### src/rtl/fifo_producer_if.sv
`default_nettype none
// +----------------------------------------------------------------------+
// | sync_fifo_producer_intf : write-side handshake of a synchronous FIFO  |
// | Revision : 1.0                                                       |
// +----------------------------------------------------------------------+
interface sync_fifo_producer_intf #(
  parameter int WIDTH = 16
);
  logic             full;
  logic             w_en;
  logic [WIDTH-1:0] data_in;

  modport to_producer (input full, output w_en, output data_in);
  modport to_fifo     (output full, input w_en, input data_in);
endinterface
`default_nettype wire

### src/rtl/fifo_producer.sv
`default_nettype none
// +----------------------------------------------------------------------+
// | fifo_producer : streams a block of source memory into a FIFO          |
// | Revision : 1.0                                                       |
// +----------------------------------------------------------------------+
module fifo_producer #(
  parameter int WIDTH  = 16,
  parameter int ADDR_W = 8
) (
  input  logic              clk,
  input  logic              rstn,
  input  logic              enb,
  input  logic              start,
  input  logic [ADDR_W-1:0] base_addr,
  input  logic [ADDR_W:0]   length,
  output logic              busy,
  output logic              done,
  output logic              stall,
  output logic [ADDR_W-1:0] mem_addr,
  output logic              mem_ren,
  input  logic [WIDTH-1:0]  mem_rdata,
  sync_fifo_producer_intf.to_producer producer
);

  localparam logic [ADDR_W:0] CNT_ONE = {{ADDR_W{1'b0}}, 1'b1};

  typedef enum logic [1:0] {
    S_IDLE  = 2'd0,
    S_FETCH = 2'd1,
    S_DONE  = 2'd2
  } state_t;

  state_t            state_q, state_d;
  logic [ADDR_W-1:0] base_q, base_d;
  logic [ADDR_W:0]   len_q, len_d;
  logic [ADDR_W:0]   issued_q, issued_d;
  logic [ADDR_W:0]   pushed_q, pushed_d;
  logic              rd_pend_q, rd_pend_d;
  logic              hold_valid_q, hold_valid_d;
  logic [WIDTH-1:0]  hold_data_q, hold_data_d;

  logic in_fetch;
  logic issue;
  logic avail;
  logic push;
  logic last_push;

  always_comb begin
    in_fetch  = (state_q == S_FETCH);
    issue     = in_fetch & enb & ~producer.full & ~hold_valid_q & (issued_q < len_q);
    avail     = hold_valid_q | rd_pend_q;
    push      = in_fetch & avail & enb & ~producer.full;
    last_push = push & ((pushed_q + CNT_ONE) == len_q);
  end

  assign busy     = (state_q != S_IDLE);
  assign done     = (state_q == S_DONE);
  assign stall    = busy & producer.full;
  assign mem_ren  = issue;
  assign mem_addr = base_q + issued_q[ADDR_W-1:0];

  // Idle data lines are forced low so the bus reads 0 whenever nothing is pending.
  assign producer.w_en    = push;
  assign producer.data_in = hold_valid_q ? hold_data_q :
                            (rd_pend_q ? mem_rdata : '0);

  always_comb begin
    state_d      = state_q;
    base_d       = base_q;
    len_d        = len_q;
    issued_d     = issued_q;
    pushed_d     = pushed_q;
    rd_pend_d    = issue;
    hold_valid_d = hold_valid_q;
    hold_data_d  = hold_data_q;

    case (state_q)
      S_IDLE: begin
        if (start) begin
          base_d       = base_addr;
          len_d        = length;
          issued_d     = '0;
          pushed_d     = '0;
          hold_valid_d = 1'b0;
          state_d      = (length == '0) ? S_DONE : S_FETCH;
        end
      end

      S_FETCH: begin
        if (issue) begin
          issued_d = issued_q + CNT_ONE;
        end
        if (push) begin
          pushed_d = pushed_q + CNT_ONE;
        end
        // A returning word that cannot be written is parked; reads stop until it drains.
        if (rd_pend_q && !push) begin
          hold_data_d  = mem_rdata;
          hold_valid_d = 1'b1;
        end else if (hold_valid_q && push) begin
          hold_valid_d = 1'b0;
        end
        if (last_push) begin
          state_d = S_DONE;
        end
      end

      S_DONE: begin
        state_d = S_IDLE;
      end

      default: begin
        state_d = S_IDLE;
      end
    endcase
  end

  always_ff @(posedge clk or negedge rstn) begin
    if (!rstn) begin
      state_q      <= S_IDLE;
      base_q       <= '0;
      len_q        <= '0;
      issued_q     <= '0;
      pushed_q     <= '0;
      rd_pend_q    <= 1'b0;
      hold_valid_q <= 1'b0;
      hold_data_q  <= '0;
    end else begin
      state_q      <= state_d;
      base_q       <= base_d;
      len_q        <= len_d;
      issued_q     <= issued_d;
      pushed_q     <= pushed_d;
      rd_pend_q    <= rd_pend_d;
      hold_valid_q <= hold_valid_d;
      hold_data_q  <= hold_data_d;
    end
  end

endmodule
`default_nettype wire

### src/flat_wrapper.sv
// flat-port wrapper written by rule: the top's interface ports become plain ports
module fifo_producer_flat 
#(
  parameter int WIDTH  = 16,
  parameter int ADDR_W = 8
)
  (clk, rstn, enb, start, base_addr, length, busy, done, stall, mem_addr, mem_ren, mem_rdata, producer_full, producer_w_en, producer_data_in);
  sync_fifo_producer_intf #(.WIDTH(WIDTH)) producer_i ();
  input  logic clk;
  input  logic rstn;
  input  logic enb;
  input  logic start;
  input  logic [ADDR_W-1:0] base_addr;
  input  logic [ADDR_W:0] length;
  output logic busy;
  output logic done;
  output logic stall;
  output logic [ADDR_W-1:0] mem_addr;
  output logic mem_ren;
  input  logic [WIDTH-1:0] mem_rdata;
  input wire logic [$bits(producer_i.full)-1:0] producer_full;
  output wire logic [$bits(producer_i.w_en)-1:0] producer_w_en;
  output wire logic [$bits(producer_i.data_in)-1:0] producer_data_in;
  assign producer_i.full = producer_full;
  assign producer_w_en = producer_i.w_en;
  assign producer_data_in = producer_i.data_in;
  fifo_producer #(.WIDTH(WIDTH), .ADDR_W(ADDR_W)) u_core (.clk(clk), .rstn(rstn), .enb(enb), .start(start), .base_addr(base_addr), .length(length), .busy(busy), .done(done), .stall(stall), .mem_addr(mem_addr), .mem_ren(mem_ren), .mem_rdata(mem_rdata), .producer(producer_i));
endmodule
### config.mk
export PLATFORM = sky130hd
export DESIGN_NAME = fifo_producer_flat
export DESIGN_NICKNAME = d
export VERILOG_FILES = /design/src/rtl/fifo_producer_if.sv /design/src/rtl/fifo_producer.sv /design/src/flat_wrapper.sv
export SDC_FILE = /design/constraint.sdc
export NUM_CORES = 1
export LEC_CHECK = 0
export ABC_CLOCK_PERIOD_IN_PS = 4700
export BUFFER_PORTS_ARGS = -buffer_cell sky130_fd_sc_hd__buf_2
export CELL_PAD_IN_SITES_DETAIL_PLACEMENT = 1
export CELL_PAD_IN_SITES_GLOBAL_PLACEMENT = 1
export CORE_MARGIN = 4
export CORE_UTILIZATION = 40
export DETAILED_ROUTE_END_ITERATION = 12
export GPL_ROUTABILITY_DRIVEN = 0
export PLACE_DENSITY_LB_ADDON = 0.25
export RECOVER_POWER = 50
export SLEW_MARGIN = 20
export SYNTH_ARGS = -nofsm -noshare
export SYNTH_HDL_FRONTEND = slang
export SYNTH_SLANG_ARGS = --single-unit
### constraint.sdc
create_clock -name clk -period 4.7 [get_ports clk]
set_input_delay 0.94 -clock clk [delete_from_list [all_inputs] [get_ports clk]]
set_output_delay 0.94 -clock clk [all_outputs]
set_load 0.05 [all_outputs]
==> results.tsv <==
stage	metric	value	unit
pwr	power_density	433	nW/um2
critical_path	cp.required	3.76	ns
die	num_rows	32	
detailed_routing	via_count	2659	
pwr	leakagePower	0.00182	uW
clock_tree	clk_latency	0.32	ns
placed_design	port_buffers	66	
sta	relSlewSlack	-101	%
placed_design	dp.cells	495	
yosys	synth.area.top_cells	dfrtp_1 43%, ha_1 6.7%, nand2_1 6.6%	
pwr	p_clk_share	20.6	%
pwr	intPower	935	uW
cells_and_area	design_area	3730	um2
yosys	seq_area_frac_synth	43.2	%
detailed_routing	wl	8100	um
yosys	netlist_area	3180	um2
global_routing	grt_pass1_vias	2940	
die	fp.coreArea	7730	um2
pwr	switching_share	42.2	%
clock_tree	numClockSinks	55	
worst_hold_path	min_path_type	reg -> reg	
clock_tree	cts_made_buffers	5	
clock_tree	cts_resized	0	
pwr	power_switching	682	uW
die	die_w	97.2	um
pwr	seqPwrFrac	39.9	%
die	die_area	9450	um2
yosys	synth_seq_cells	55	
cells_and_area	area.growth.synth_to_final	17.3	%
pwr	ir_drop	0.000350	V
clock_tree	clk_path_buf_depth	2	
placed_design	place.detailed.hpwl	5950	um
sta	worst_pin_slew	3.01	ns
placed_design	dpl_cell_area	3620	um2
cells_and_area	insertedDiodeCount	0	
cells_and_area	fin_nets	456	
clock_tree	post_cts_buffers	0	
yosys	ys_warn_count	0	
global_routing	globalRouteOverflowTotal	0	
detailed_routing	drc_errors	0	
detailed_routing	drt-initial-drc-count	51	
die	die_h	97.2	um
global_routing	antenna_found_initial	0	
cells_and_area	drive_gt1_share	25.4	%
yosys	ys_top_cells_by_count	56 x nand2_1, 55 x dfrtp_1, 31 x o21ai_0	
global_routing	grt-busiest-layer	met2	
detailed_routing	avgViaCountPerCell	5.29	
clock_tree	htreeDepth	2	
pwr	p_comb_share	39.5	%
global_routing	gr-usage-met2	32.5	%
detailed_routing	ant_nets	0	
job	drv_cap	1	
global_routing	grt_util_met1	22.6	%
sta	rsz0062_at_grt	false	
sta	drv_slew	56	
detailed_routing	firstDrtPassIters	4	
yosys	ys.flop_type	dfrtp_1	
global_routing	track_usage	18.2	%
sta	period_minus_slack	3.46	ns
detailed_routing	routedWlPerCell	16.1	um
clock_tree	cts_root_buffer	clkbuf_8	
sta	min_period_over_period	73.7	%
clock_tree	clkTransAtPathRegs	0.11	ns
die	io_pins	67	
clock_tree	tritoncts	yes	
global_routing	grtUsageMet3	3.30	%
critical_path	arrival	2.52	ns
yosys	avgSynthCellArea	9.51	um2
global_routing	grt_max_degree	56	
critical_path	worstSetupEndpointType	output port	
yosys	synth_top_area_share	43.2	%
sta	skew	0.00608	ns
critical_path	critPathLaunchType	register	
critical_path	crit_fanout	15	
global_routing	grt_pass1_wl	14200	um
yosys	synth.most_common_cell	nand2_1	
yosys	ys_types	46	
die	start_util	41.2	%
yosys	post_synth_inst_count	335	
yosys	synth_edf_count	0	
sta	hold_slack	0.489	ns
yosys	synthesis.nets	391	
clock_tree	hold_buffers	0	
outcome	status	complete, but fails checks	
critical_path	critical_path_class	reg -> out	
sta	setup_tns	0	ns
sta	hold_violations	0	
yosys	async_flop_share	100	%
yosys	yosys.area.top_type	dfrtp_1	
outcome	violations	capacitance limit, slew limit	
sta	fmax	0.289	GHz
sta	setup_violations	0	
cells_and_area	instances_no_fill	503	
-- through the flow --
stage                     setup WS, ns  total power [uW]  util (%)
final                             1.24              1620      48.3
after CTS                         1.21              1630      48.4
after floorplan                   1.47              1130         -
after global placement            1.50              1280      46.9
after global routing             0.608              1730      48.3
after detailed placement          1.46              1300      46.9
-- power groups by stage --
stage / registers [uW] / clock network (uW) / logic [uW]
after floorplan: 620 / 0 / 514
after detailed placement: 656 / 0 / 643
after global placement: 650 / 0 / 628
final: 645 / 333 / 639
after CTS: 646 / 341 / 647
after global routing: 661 / 362 / 703
-- critical path, cell delays in order, from the launching register on --
cell,delay (ns)
dfrtp_1,0.46
ha_1,0.37
nand4_1,0.17
or2_2,0.35
o21ai_2,0.44
inv_1,0.16
buf_2,0.25
-- state kept, by name, indices dropped and copies added, names as in the netlist --
register,count
u_core.hold_data_q,16
u_core.issued_q,9
u_core.base_q,8
u_core.rd_pend_q,1
u_core.hold_valid_q,1
u_core.state_q,2
u_core.pushed_q,9
u_core.len_q,9
-- routing by layer --
| layer | routed length, um | vias to the layer above |
|---|---|---|
| met1 | 3570 | 1315 |
| met3 | 228 | 5 |
| met2 | 4210 | 36 |
| met5 | 0 | - |
| li1 | - | 1303 |
| met4 | 90 | 0 |
-- final timing paths --
kind,endpoint,startpoint,slack [ns],cells past startpoint
worst max register to register,u_core.issued_q[5]$_DFFE_PN0P_,u_core.issued_q[8]$_DFFE_PN0P_,2.32,7
max in group asynchronous,u_core.pushed_q[7]$_DFFE_PN0P_,rstn,1.32,2
min in group asynchronous,u_core.hold_data_q[5]$_DFFE_PN0P_,rstn,1.70,2
worst min register to register,u_core.base_q[4]$_DFFE_PN0P_,u_core.base_q[4]$_DFFE_PN0P_,0.49,2
worst min-delay path,u_core.base_q[4]$_DFFE_PN0P_,u_core.base_q[4]$_DFFE_PN0P_,0.49,2
worst max-delay path,mem_ren,u_core.issued_q[7]$_DFFE_PN0P_,1.24,6
-- cell type report --
type	instances	area, um2
timing repair buffer	70	353
clock buffer	5	68.8
sequential	55	1380
tap	102	128
inverter	17	63.8
fill	923	3990
clock inverter	3	46.3
multi-input combinational	251	1700
-- placed cells by master, fill, tap and decap left out, types with 2 or more instances in the layout --
master,count
o31ai_1,3
ha_1,17
mux2i_1,2
nor2b_1,4
nand4_1,3
nand3_1,8
inv_1,16
a21oi_1,11
clkbuf_8,5
nor3_1,3
nor2_1,18
o22ai_1,2
a22o_1,15
xnor2_1,12
o41ai_1,4
nor4_1,2
buf_2,66
buf_4,2
and2_0,2
nand2b_1,4
and2_1,2
o311ai_0,2
o21ai_0,31
mux2_2,16
or2_2,2
and3_1,2
a21o_1,4
nand2_1,56
xor2_1,7
dfrtp_1,55
a31oi_1,2
or3_1,3
clkbuf_1,2
-- cell families (layout without fill, tap and decap cells) --
group | count (synthesis) | count (layout) | synth area share [%]
simple gates | 115 | 115 | 16.8
mux | 18 | 18 | 6.29
xor+xnor | 19 | 19 | 5.23
buf+inv | 29 | 95 | 3.50
flops | 55 | 55 | 43.2
fa+ha+maj | 18 | 18 | 7.31
compound gates | 81 | 81 | 17.6
(Power assumes the default switching activity.)
